==> config.mk <==
export PLATFORM = sky130hd
export DESIGN_NAME = cmp_seq_ctrl
export DESIGN_NICKNAME = d
export VERILOG_FILES = /design/src/rtl/cmp_seq_ctrl.sv
export SDC_FILE = /design/constraint.sdc
export NUM_CORES = 1
export LEC_CHECK = 0
export CORE_MARGIN = 5
export CORE_UTILIZATION = 35
export DETAILED_ROUTE_END_ITERATION = 8
export PLACE_DENSITY = 0.63
export SLEW_MARGIN = 10
export SYNTH_ARGS = -nofsm -noshare
export SYNTH_HDL_FRONTEND = slang
export SYNTH_SLANG_ARGS = --single-unit
==> constraint.sdc <==
create_clock -name clk -period 4.8 [get_ports clk]
set_clock_uncertainty 0.15 [all_clocks]
set_input_delay 1.2 -clock clk [delete_from_list [all_inputs] [get_ports clk]]
set_output_delay 1.2 -clock clk [all_outputs]
set_load 0.01 [all_outputs]
==> src/rtl/cmp_seq_ctrl.sv <==
// Sequential magnitude comparator controller.
// Two operands are captured on a valid/ready handshake and compared one
// nibble per cycle, most-significant nibble first, using a single shared
// 4-bit comparator. The result (gt/eq/lt plus the number of nibble
// compares performed) is held until the consumer accepts it.

module cmp_seq_ctrl #(
   parameter int N_NIB      = 4,
   parameter int EARLY_EXIT = 1,
   parameter int SIGNED     = 0
) (
   input  logic                 clk,
   input  logic                 rst_n,
   input  logic                 in_valid,
   output logic                 in_ready,
   input  logic [4*N_NIB-1:0]   a,
   input  logic [4*N_NIB-1:0]   b,
   output logic                 out_valid,
   input  logic                 out_ready,
   output logic                 gt,
   output logic                 eq,
   output logic                 lt,
   output logic [3:0]           nib_cnt
);

   // Index of the most-significant nibble, where every compare starts and
   // where the sign lives when operands are two's complement.
   localparam logic [2:0] MS_IDX = 3'(N_NIB - 1);

   typedef enum logic [1:0] {
      IDLE    = 2'd0,
      COMPARE = 2'd1,
      DONE    = 2'd2
   } state_e;

   state_e                state_q, state_d;
   logic [4*N_NIB-1:0]    opA_q, opA_d;
   logic [4*N_NIB-1:0]    opB_q, opB_d;
   logic [2:0]            idx_q, idx_d;
   logic [3:0]            nibCnt_q, nibCnt_d;
   logic                  gt_q, gt_d;
   logic                  eq_q, eq_d;
   logic                  lt_q, lt_d;

   logic [3:0]            nibA;
   logic [3:0]            nibB;
   logic                  nibGt;
   logic                  nibLt;
   logic                  diffNow;
   logic                  resolved;
   logic                  firstDiff;
   logic                  lastNib;
   logic                  exitNow;

   // Shared nibble comparator: pick nibble idx of both captured operands and
   // flip the sign bit on the MS nibble in signed mode so that an unsigned
   // compare orders negative values below positive ones.
   always_comb begin
      nibA = 4'd0;
      nibB = 4'd0;
      for (int i = 0; i < N_NIB; i++) begin
         if (idx_q == 3'(i)) begin
            nibA = opA_q[4*i +: 4];
            nibB = opB_q[4*i +: 4];
         end
      end
      if ((SIGNED != 0) && (idx_q == MS_IDX)) begin
         nibA[3] = ~nibA[3];
         nibB[3] = ~nibB[3];
      end
      nibGt = (nibA > nibB);
      nibLt = (nibA < nibB);
   end

   // Compare bookkeeping: once gt or lt has been latched the result is
   // settled, so only the first differing nibble may set the flags.
   always_comb begin
      diffNow   = nibGt | nibLt;
      resolved  = gt_q | lt_q;
      firstDiff = diffNow & ~resolved;
      lastNib   = (idx_q == 3'd0);
      exitNow   = lastNib | ((EARLY_EXIT != 0) & firstDiff);
   end

   // State register.
   always_ff @(posedge clk or negedge rst_n) begin
      if (!rst_n) begin
         state_q <= IDLE;
      end else begin
         state_q <= state_d;
      end
   end

   // Next-state logic: accept in IDLE, walk nibbles in COMPARE, and wait in
   // DONE until the consumer takes the result. There is no IDLE bypass.
   always_comb begin
      state_d = state_q;
      unique case (state_q)
         IDLE: begin
            if (in_valid) begin
               state_d = COMPARE;
            end
         end
         COMPARE: begin
            if (exitNow) begin
               state_d = DONE;
            end
         end
         DONE: begin
            if (out_ready) begin
               state_d = IDLE;
            end
         end
         default: begin
            state_d = IDLE;
         end
      endcase
   end

   // Handshake outputs and result flags, all decoded from registers.
   always_comb begin
      in_ready  = (state_q == IDLE);
      out_valid = (state_q == DONE);
      gt        = gt_q;
      eq        = eq_q;
      lt        = lt_q;
      nib_cnt   = nibCnt_q;
   end

   // Datapath next values: capture and clear on acceptance, then step the
   // nibble index down while counting compares and latching the first
   // difference. eq is only declared after the LS nibble shows no difference.
   always_comb begin
      opA_d    = opA_q;
      opB_d    = opB_q;
      idx_d    = idx_q;
      nibCnt_d = nibCnt_q;
      gt_d     = gt_q;
      eq_d     = eq_q;
      lt_d     = lt_q;
      unique case (state_q)
         IDLE: begin
            if (in_valid) begin
               opA_d    = a;
               opB_d    = b;
               idx_d    = MS_IDX;
               nibCnt_d = 4'd0;
               gt_d     = 1'b0;
               eq_d     = 1'b0;
               lt_d     = 1'b0;
            end
         end
         COMPARE: begin
            nibCnt_d = nibCnt_q + 4'd1;
            if (firstDiff) begin
               gt_d = nibGt;
               lt_d = nibLt;
            end
            if (lastNib && !resolved && !diffNow) begin
               eq_d = 1'b1;
            end
            if (!exitNow) begin
               idx_d = idx_q - 3'd1;
            end
         end
         default: begin
         end
      endcase
   end

   // Datapath registers; reset clears everything so an aborted compare
   // leaves no trace in the outputs.
   always_ff @(posedge clk or negedge rst_n) begin
      if (!rst_n) begin
         opA_q    <= '0;
         opB_q    <= '0;
         idx_q    <= 3'd0;
         nibCnt_q <= 4'd0;
         gt_q     <= 1'b0;
         eq_q     <= 1'b0;
         lt_q     <= 1'b0;
      end else begin
         opA_q    <= opA_d;
         opB_q    <= opB_d;
         idx_q    <= idx_d;
         nibCnt_q <= nibCnt_d;
         gt_q     <= gt_d;
         eq_q     <= eq_d;
         lt_q     <= lt_d;
      end
   end

endmodule

# Word-level counts from Yosys, hierarchy flattened
# Cells that the tools add are included.
[word_totals]
output_inout_bits = 9
reg_bits = 44
input_bits = 36
elab_cells = 65
[classes]
add_sub_neg = 2
eq_ne = 11
reduce_logical = 13
mux = 24
bitwise_logic = 5
magnitude_cmp = 2
[ops]
columns = ["op", "count"]
rows = [
  ["two-way mux 4 bit", 9],
  ["AND reduction 3 bit", 4],
  ["!= test 2 bit, second input constant", 5],
  ["case mux 4 bit (2 select lines)", 1],
  ["== test 3 x 2 -> 1 bit, second input constant", 2],
  ["two-way mux 2 bit", 3],
  ["two-way mux 3 bit", 2],
  ["case mux 1 bit (2 select lines)", 3],
  ["case mux 2 bit (3 select lines)", 1],
  ["case mux 3 bit (2 select lines)", 1],
  ["adder 4 x 1 -> 4 bit, second input constant", 1],
  ["greater-than comparator 4 bit", 1],
  ["< comparator 4 bit", 1],
  ["two-way mux 1 bit", 4],
  ["AND reduction 2 bit", 2],
  ["== test 3 x 1 -> 1 bit, second input constant", 1],
  ["logical NOT 3 bit", 1],
  ["bitwise OR 1 bit", 3],
  ["subtractor 3 x 1 -> 3 bit, second input constant", 1],
  ["== test 2 x 1 -> 1 bit, second input constant", 1],
  ["== test 2 bit, second input constant", 1],
  ["logical AND 1 bit", 2],
  ["logical NOT 1 bit", 2],
  ["logical NOT 2 bit", 1],
  ["other kinds (4)", 4],
]

# Logic depth before layout (Yosys ltp)
# Gate-level depths: netlist (run 1).
[logic_depth]
ltp_word = 11
depth_mapped = 12
mapped_depth_nobuf = 11

# Worst setup path after synthesis (run 1)
# Ideal clock, no wire load.
[synth_timing]
path_kind = "reg-to-reg"
from = "reg idx_q[0]"
to = "reg idx_q[0]"
path_stages_with_launch = 12
period_less_slack_ns = 2.766
path_buffers = 0
setup_time_ns = 0.079
required_time_ns = 4.571
arrival_time_ns = 2.536
slack_ns = 2.034
path_cell_list = "dfrtp_1 > inv_1 > ha_1 > nor2b_1 > a22oi_1 > o21ai_0 > a22oi_1 > ha_1 > nand2b_1 > a31o_4 > a221oi_4 > mux2i_1"
[synth_via]
elab_chain_cells = 11
elab_cells_between_ends = 22
cone_classes = "add/sub (1); order compare (2); eq/ne (4); mux (10); bitwise (3); reduce/logical (2)"
[synth_lines]
columns = ["element", "line", "source"]
rows = [
  ["start: declaration", "39", "logic [2:0] idx_q, idx_d;"],
  ["start signal: assignment", "185", "idx_q <= idx_d;"],
  ["logical NOT 3 bit", "62, 81", ""],
  ["two-way mux 4 bit (4 in series)", "62", "if (idx_q == 3'(i)) begin"],
  ["greater-than comparator 4 bit / < comparator 4 bit (equally long branches)", "71, 72", ""],
  ["bitwise OR 1 bit", "78", "diffNow = nibGt | nibLt;"],
  ["bitwise AND 1 bit", "80", "firstDiff = diffNow & ~resolved;"],
  ["bitwise OR 1 bit", "82", "exitNow = lastNib | ((EARLY_EXIT != 0) & firstDiff);"],
  ["!= test 2 bit (no source line)", "n/a", ""],
  ["AND reduction 3 bit (no source line)", "n/a", ""],
]
# Parallel ways exist; a longest one is shown, timed or not. The select of a mux whose other input is x is not followed.
# A chain may end at the register's enable or synchronous reset.

# Final worst setup path (run 1)
[layout_timing]
from = "reg idx_q[0]"
to = "reg idx_q[1]"
# Same word-level chain as after synthesis.

==> impl_metrics.json, run 1 <==
{
  "fp-row-count": 29,
  "drt_iter0_drc": 90,
  "rsz0062_at_grt": "no",
  "synth-seq-cells": 44,
  "layout.nets": 337,
  "synth_seq_area_share_pct": 49.1,
  "io_buffers": 44,
  "antenna_found_initial": 0,
  "yosys.area_share.simple_pct": 25.8,
  "synth_adder_area_share_pct": 5.58,
  "h-tree-depth": 2,
  "drcViolationCount": 0,
  "wirelength_mm": 4.79,
  "clkLatencyLatePin_ps": 290,
  "dr.pass1.iters": 4,
  "synth.avg_cell_area_um2": 8.93,
  "worstSetupPathType": "flip-flop to flip-flop",
  "yosysMostFrequentCell": "nand2_1",
  "start_util_pct": 35.7,
  "cap_viol_max_count": 0,
  "multi_input_area_um2": 1060,
  "syn2layout_area_growth_pct": 24.2,
  "clock_sinks": 44,
  "r2r_start": "idx_q[0]",
  "cp.arrival_ps": 3170,
  "grt_remaining_overflow": 0,
  "cp.required_ps": 4870,
  "tns_ps": 0,
  "startpoint_type": "flip-flop",
  "grt_pass1_wl_mm": 8.37,
  "clockBufferDepth": 2,
  "die_w_um": 90.0,
  "hold_path_class": "flip-flop to flip-flop",
  "viasPerCell": 4.78,
  "startpoint": "idx_q[0]",
  "yosys_most_used_dff": "dfrtp_1",
  "final_cell_count_no_fill": 368,
  "worst_pin_slew_ps": 975,
  "muxShareOfSynthArea_pct": 1.84,
  "setup_viol": 0,
  "antenna_left": 0,
  "grt.total_usage_pct": 12.6,
  "wl_per_cell_um": 13.0,
  "grt_pass1_vias": 1797,
  "cts_buffers": 5,
  "netlist_area_um2": 2240,
  "die_y_um": 90.0,
  "ios": 45,
  "vdd_drop_max_mv": 0.242,
  "cts_tree": "built",
  "dp_cells": 361,
  "yosys.area.top_type": "dfrtp_1",
  "post-cts-setup-buffers": 0,
  "hold_viol": 0,
  "synthTopCellsByCount": "nand2_1 (109), dfrtp_1 (44), a22oi_1 (10), ha_1 (10), o21ai_0 (10)",
  "fin_crit_sh_pct": 64.6,
  "diodes": 0,
  "ys_warn_count": 0,
  "hold_start": "opA_q[3]",
  "yosysTopAreaCellShare_pct": 49.1,
  "synth_top_family_by_area": "simple AND/OR/NAND/NOR gates",
  "synth_edf_count": 0,
  "synth-xor-area-share_pct": 0,
  "drive_gt1_share_pct": 6.19,
  "ff_latch_area_um2": 1100,
  "placed_cell_area_um2": 2710,
  "max_freq_ghz": 0.323,
  "ys_types": 40,
  "die_area_um2": 8110,
  "fin_area_um2": 2790,
  "min_period_ps": 3100,
  "end_kind": "flip-flop",
  "critPathMaxFanout": 6,
  "gp_congestion": 0.775,
  "yosys-top-cells-area": "dfrtp_1 (49%), nand2_1 (18%), ha_1 (5.6%)",
  "p_per_area_nw_per_um2": 568,
  "cts-hold-fix-buffers": 0,
  "synth_cells": 251,
  "max_slew_margin_pct": 35.0,
  "synth_compound_area_share_pct": 13.8,
  "cts_root_buf": "clkbuf_8",
  "fp.coreArea_um2": 6280,
  "num_vias": 1759,
  "clk_pin_slew_worst_paths_ps": 80,
  "status": "finished clean",
  "final.fill_count": 656,
  "dp_hpwl_mm": 3.54,
  "cellLeakagePower_nw": 1.34,
  "grt_start_max_net_pins": 45,
  "cts_resized": 0,
  "maxSlewViolCount": 0,
  "r2r_setup_slack_ps": 1700,
  "final_util_pct": 44.4,
  "ys_async_sr_fraction_pct": 100,
  "syn_nets": 297
}
report_power, final:
group	internal (mW)	total, mW	leakage, nW	switching, mW
Clock	0.0989	0.216	0.0410	0.117
Sequential	0.533	0.657	0.545	0.124
Combinational	0.318	0.709	0.752	0.391
area by class of cell:
cell class | count | share of cell area (%)
multi-input combinational | 191 | 37.9
clock inverter | 1 | 0.180
inverter | 5 | 0.674
clock buffer | 6 | 2.61
sequential | 44 | 39.5
tap | 77 | 3.46
timing repair buffer | 44 | 15.6
routing by layer:
metal / part of all wire (%) / routed length, um / GRT usage, % / vias to the layer above
met5: 0 / 0 / 0 / -
met4: 1.9 / 90 / 5.58 / 0
met3: 5.1 / 246 / 3.26 / 7
met2: 46 / 2210 / 19.8 / 37
met1: 47 / 2240 / 16.3 / 807
li1: - / - / - / 908
cells in the final DEF (no fill, tap or decap), types with 2 or more instances in the layout:
master           count
a22oi_1             10
and3b_1              2
nand2_1            109
clkdlybuf4s50_1     43
o21ai_0             10
nor2_1               7
nand2b_1             2
nand3_1              2
inv_1                5
dfrtp_1             44
a21oi_1              4
and2_2               2
ha_1                10
a22o_1               7
nor2b_1              3
mux2i_1              3
clkbuf_8             5
through the flow:
stage          hold WS, ps  power [mW]  setup slack (ps)
6_report               323        1.58              1700
5_1_grt                357        1.74              1350
4_1_cts                328        1.60              1680
3_5_place_dp           309        1.39              1560
3_3_place_gp           312        1.37              1640
2_1_floorplan          289        1.18              2030
flip-flops by register name (all words and copies together), names as in the netlist:
| signal | flops |
|---|---|
| gt | 1 |
| opB_q | 16 |
| nib_cnt | 4 |
| state_q | 2 |
| opA_q | 16 |
| eq | 1 |
| idx_q | 3 |
| lt | 1 |
path summary, 6_finish.rpt:
path,end,cells after the start
max,idx_q[1],11
min,opA_q[3],2
min reg2reg,opA_q[3],2
max in group asynchronous,opB_q[12],1
min in group asynchronous,nib_cnt[3],1
max reg2reg,idx_q[1],11
worst max-delay path, stage by stage (launching register included):
cell and delay [ps]:
dfrtp_1 410, inv_1 130, ha_1 320, nor2b_1 390, a22oi_1 110, o21ai_0 170, a22oi_1 90, ha_1 340
nand4_2 120, a31o_4 250, a221oi_4 320, mux2i_1 220
logic make-up after synthesis:
kind of cell | after synthesis
and+or+nand+nor | 137
DFF | 44
AOI/OAI and AO/OA | 40
buffers and inverters | 16
adders and majority gates | 10
muxes | 4
No activity file was read; power rests on OpenSTA's default activity.
==> run 2: changes to the inputs <==
--- a/config.mk
+++ b/config.mk
@@ -8,7 +8,7 @@
 export CORE_MARGIN = 5
 export CORE_UTILIZATION = 35
 export DETAILED_ROUTE_END_ITERATION = 8
-export PLACE_DENSITY = 0.63
+export PLACE_DENSITY = 0.65
 export SLEW_MARGIN = 10
 export SYNTH_ARGS = -nofsm -noshare
 export SYNTH_HDL_FRONTEND = slang
==> constraint.sdc (replaced) <==
create_clock -name clk -period 2.55 [get_ports clk]
set_clock_uncertainty 0.15 [all_clocks]
set_input_delay 0.6375 -clock clk [delete_from_list [all_inputs] [get_ports clk]]
set_output_delay 0.6375 -clock clk [all_outputs]
set_load 0.01 [all_outputs]
==> run 2 against run 1 <==
  * The run now ends with negative setup slack left
  * Hold slack worse by 78 ps
  * Register-to-register slack worse by 1900 ps
  * Wire length is 5.9% higher
  * Die area stayed put
==> impl_metrics.json, run 2 (synthesis gave the netlist of run 1 again) <==
{
  "status": "finished with violations",
  "violations": "negative setup slack",
  "fp.coreArea_um2": 6280,
  "cts_buffers": 5,
  "clockBufferDepth": 2,
  "wl_per_cell_um": 13.1,
  "path_cells": "inv_2 > ha_4 > and3b_1 > a21oi_2 > o21ai_1 > a22o_1 > ha_4 > nand4_4 > a31o_4 > a221oi_4 > mux2i_1",
  "grt_pass1_vias": 1868,
  "vdd_drop_max_mv": 0.629,
  "drt_iter0_drc": 63,
  "h-tree-depth": 2,
  "switching_power_mw": 1.38,
  "tns_ps": -637,
  "clkPwrFrac_pct": 12.8,
  "placed_cell_area_um2": 2870,
  "die_w_um": 90.0,
  "critPathMaxFanout": 7,
  "dp_worst_setup_slack_ps": -225,
  "antenna_left": 0,
  "maxSlewViolCount": 0,
  "hold_path_class": "input port to async pin",
  "dr.pass1.iters": 4,
  "p_int_mw": 2.10,
  "gp_congestion": 0.769,
  "ios": 45,
  "fp-row-count": 29,
  "rsz0062_at_grt": "yes",
  "cp.arrival_ps": 2780,
  "viasPerCell": 4.78,
  "dp_hpwl_mm": 3.73,
  "syn2layout_area_growth_pct": 36.5,
  "antenna_found_initial": 0,
  "layout.nets": 354,
  "wirelength_mm": 5.07,
  "fin_crit_sh_pct": 106,
  "die_y_um": 90.0,
  "final_cell_mix": "nand2_1 (109), dfrtp_1 (43), clkdlybuf4s50_1 (43)",
  "final.fill_count": 601,
  "num_vias": 1845,
  "fin_area_um2": 3060,
  "setup_slack_ps": -154,
  "grt_pass1_wl_mm": 8.71,
  "worstSetupPathType": "flip-flop to flip-flop",
  "clk_pin_slew_worst_paths_ps": 90,
  "cp_slowest_cell": "dfrtp_1",
  "io_buffers": 44,
  "grt_start_max_net_pins": 45,
  "clkLatencyLatePin_ps": 300,
  "cts_root_buf": "clkbuf_8",
  "setup_viol": 6,
  "p_per_area_nw_per_um2": 1140,
  "drcViolationCount": 0,
  "startpoint_type": "flip-flop",
  "die_area_um2": 8110,
  "final_common_cell": "nand2_1",
  "hold_viol": 0,
  "crit_top_cell": "ha_4",
  "power_frac_seq_pct": 36.1,
  "max_slew_margin_pct": 63.3,
  "min_period_ps": 2700,
  "cap_viol_max_count": 0,
  "drive_gt1_share_pct": 17.2,
  "power_frac_comb_pct": 51.2,
  "swShare_pct": 39.7,
  "end_kind": "flip-flop",
  "max_freq_ghz": 0.370,
  "cp.required_ps": 2620,
  "diodes": 0,
  "final_cell_count_no_fill": 386,
  "cts_tree": "built",
  "final_util_pct": 48.8,
  "cts-hold-fix-buffers": 0,
  "crit_path_max_incr_delay_ps": 410,
  "clock_sinks": 44,
  "grt_remaining_overflow": 0,
  "worst_pin_slew_ps": 551,
  "grt.total_usage_pct": 12.8,
  "dp_cells": 375,
  "cellLeakagePower_nw": 1.43,
  "start_util_pct": 35.7
}
-- run 2: cell types whose count changed in the layout (fill, tap and decap cells not counted), moves of 5 or more --
cell / previous run / this run
buf_4: 0 / 16
ha_1: 10 / 4
ha_4: 0 / 6
o21ai_0: 10 / 5
o21ai_1: 0 / 5
-- run 2: final timing paths --
check                          from          to  slack [ps]  cells after the start
max in group asynchronous     rst_n    idx_q[0]        1600                      2
max                        idx_q[1]    idx_q[0]        -150                     11
min reg2reg                opA_q[3]    opA_q[3]         330                      2
min in group clk           opA_q[3]    opA_q[3]         330                      2
min                           rst_n  nib_cnt[2]         250                      2
max reg2reg                idx_q[1]    idx_q[0]        -150                     11
-- run 2: worst max-delay path, delay by kind of cell, from the launching register on --
family / cells / cell delay, ps
buffers and inverters: 1 / 110
adders and majority gates: 2 / 490
and+or+nand+nor: 2 / 270
DFF: 1 / 410
muxes: 1 / 220
AOI/OAI and AO/OA: 5 / 970
-- run 2: cell type report --
| class | count | area (um^2) | area share (%) |
|---|---|---|---|
| multi-input combinational | 191 | 1180 | 38.6 |
| sequential | 44 | 1100 | 36.0 |
| timing repair buffer | 61 | 567 | 18.5 |
| tap | 77 | 96.3 | 3.15 |
| clock buffer | 5 | 68.8 | 2.25 |
| clock inverter | 3 | 23.8 | 0.777 |
| inverter | 5 | 21.3 | 0.695 |
-- run 2: repair_timing --
action                     CTS  global route
buffers inserted             2             1
gates resized for setup      9             8
pin swaps                    6             9
setup endpoints to repair    8             8
-- run 2: stage by stage --
| stage | power, mW | hold slack (ps) |
|---|---|---|
| floorplan | 2.34 | 192 |
| global placement | 2.80 | 313 |
| detailed placement | 2.83 | 314 |
| CTS | 3.42 | 265 |
| global route | 3.79 | 306 |
| finish | 3.48 | 245 |
-- run 2: power groups by stage --
stage                     sequential [mW]  clock, mW  combinational [mW]
final                                1.25      0.444                1.78
after global routing                 1.30      0.488                2.00
after CTS                            1.25      0.458                1.71
after detailed placement             1.26          0                1.58
after global placement               1.25          0                1.55
after floorplan                      1.18          0                1.16
-- run 2: layer usage --
metal	global-route usage [%]	vias to the layer above	share of wire, %
li1	-	949	-
met1	16.2	860	46
met2	21.5	31	48
met3	2.67	5	4.4
met4	4.47	0	1.2
met5	0	-	0
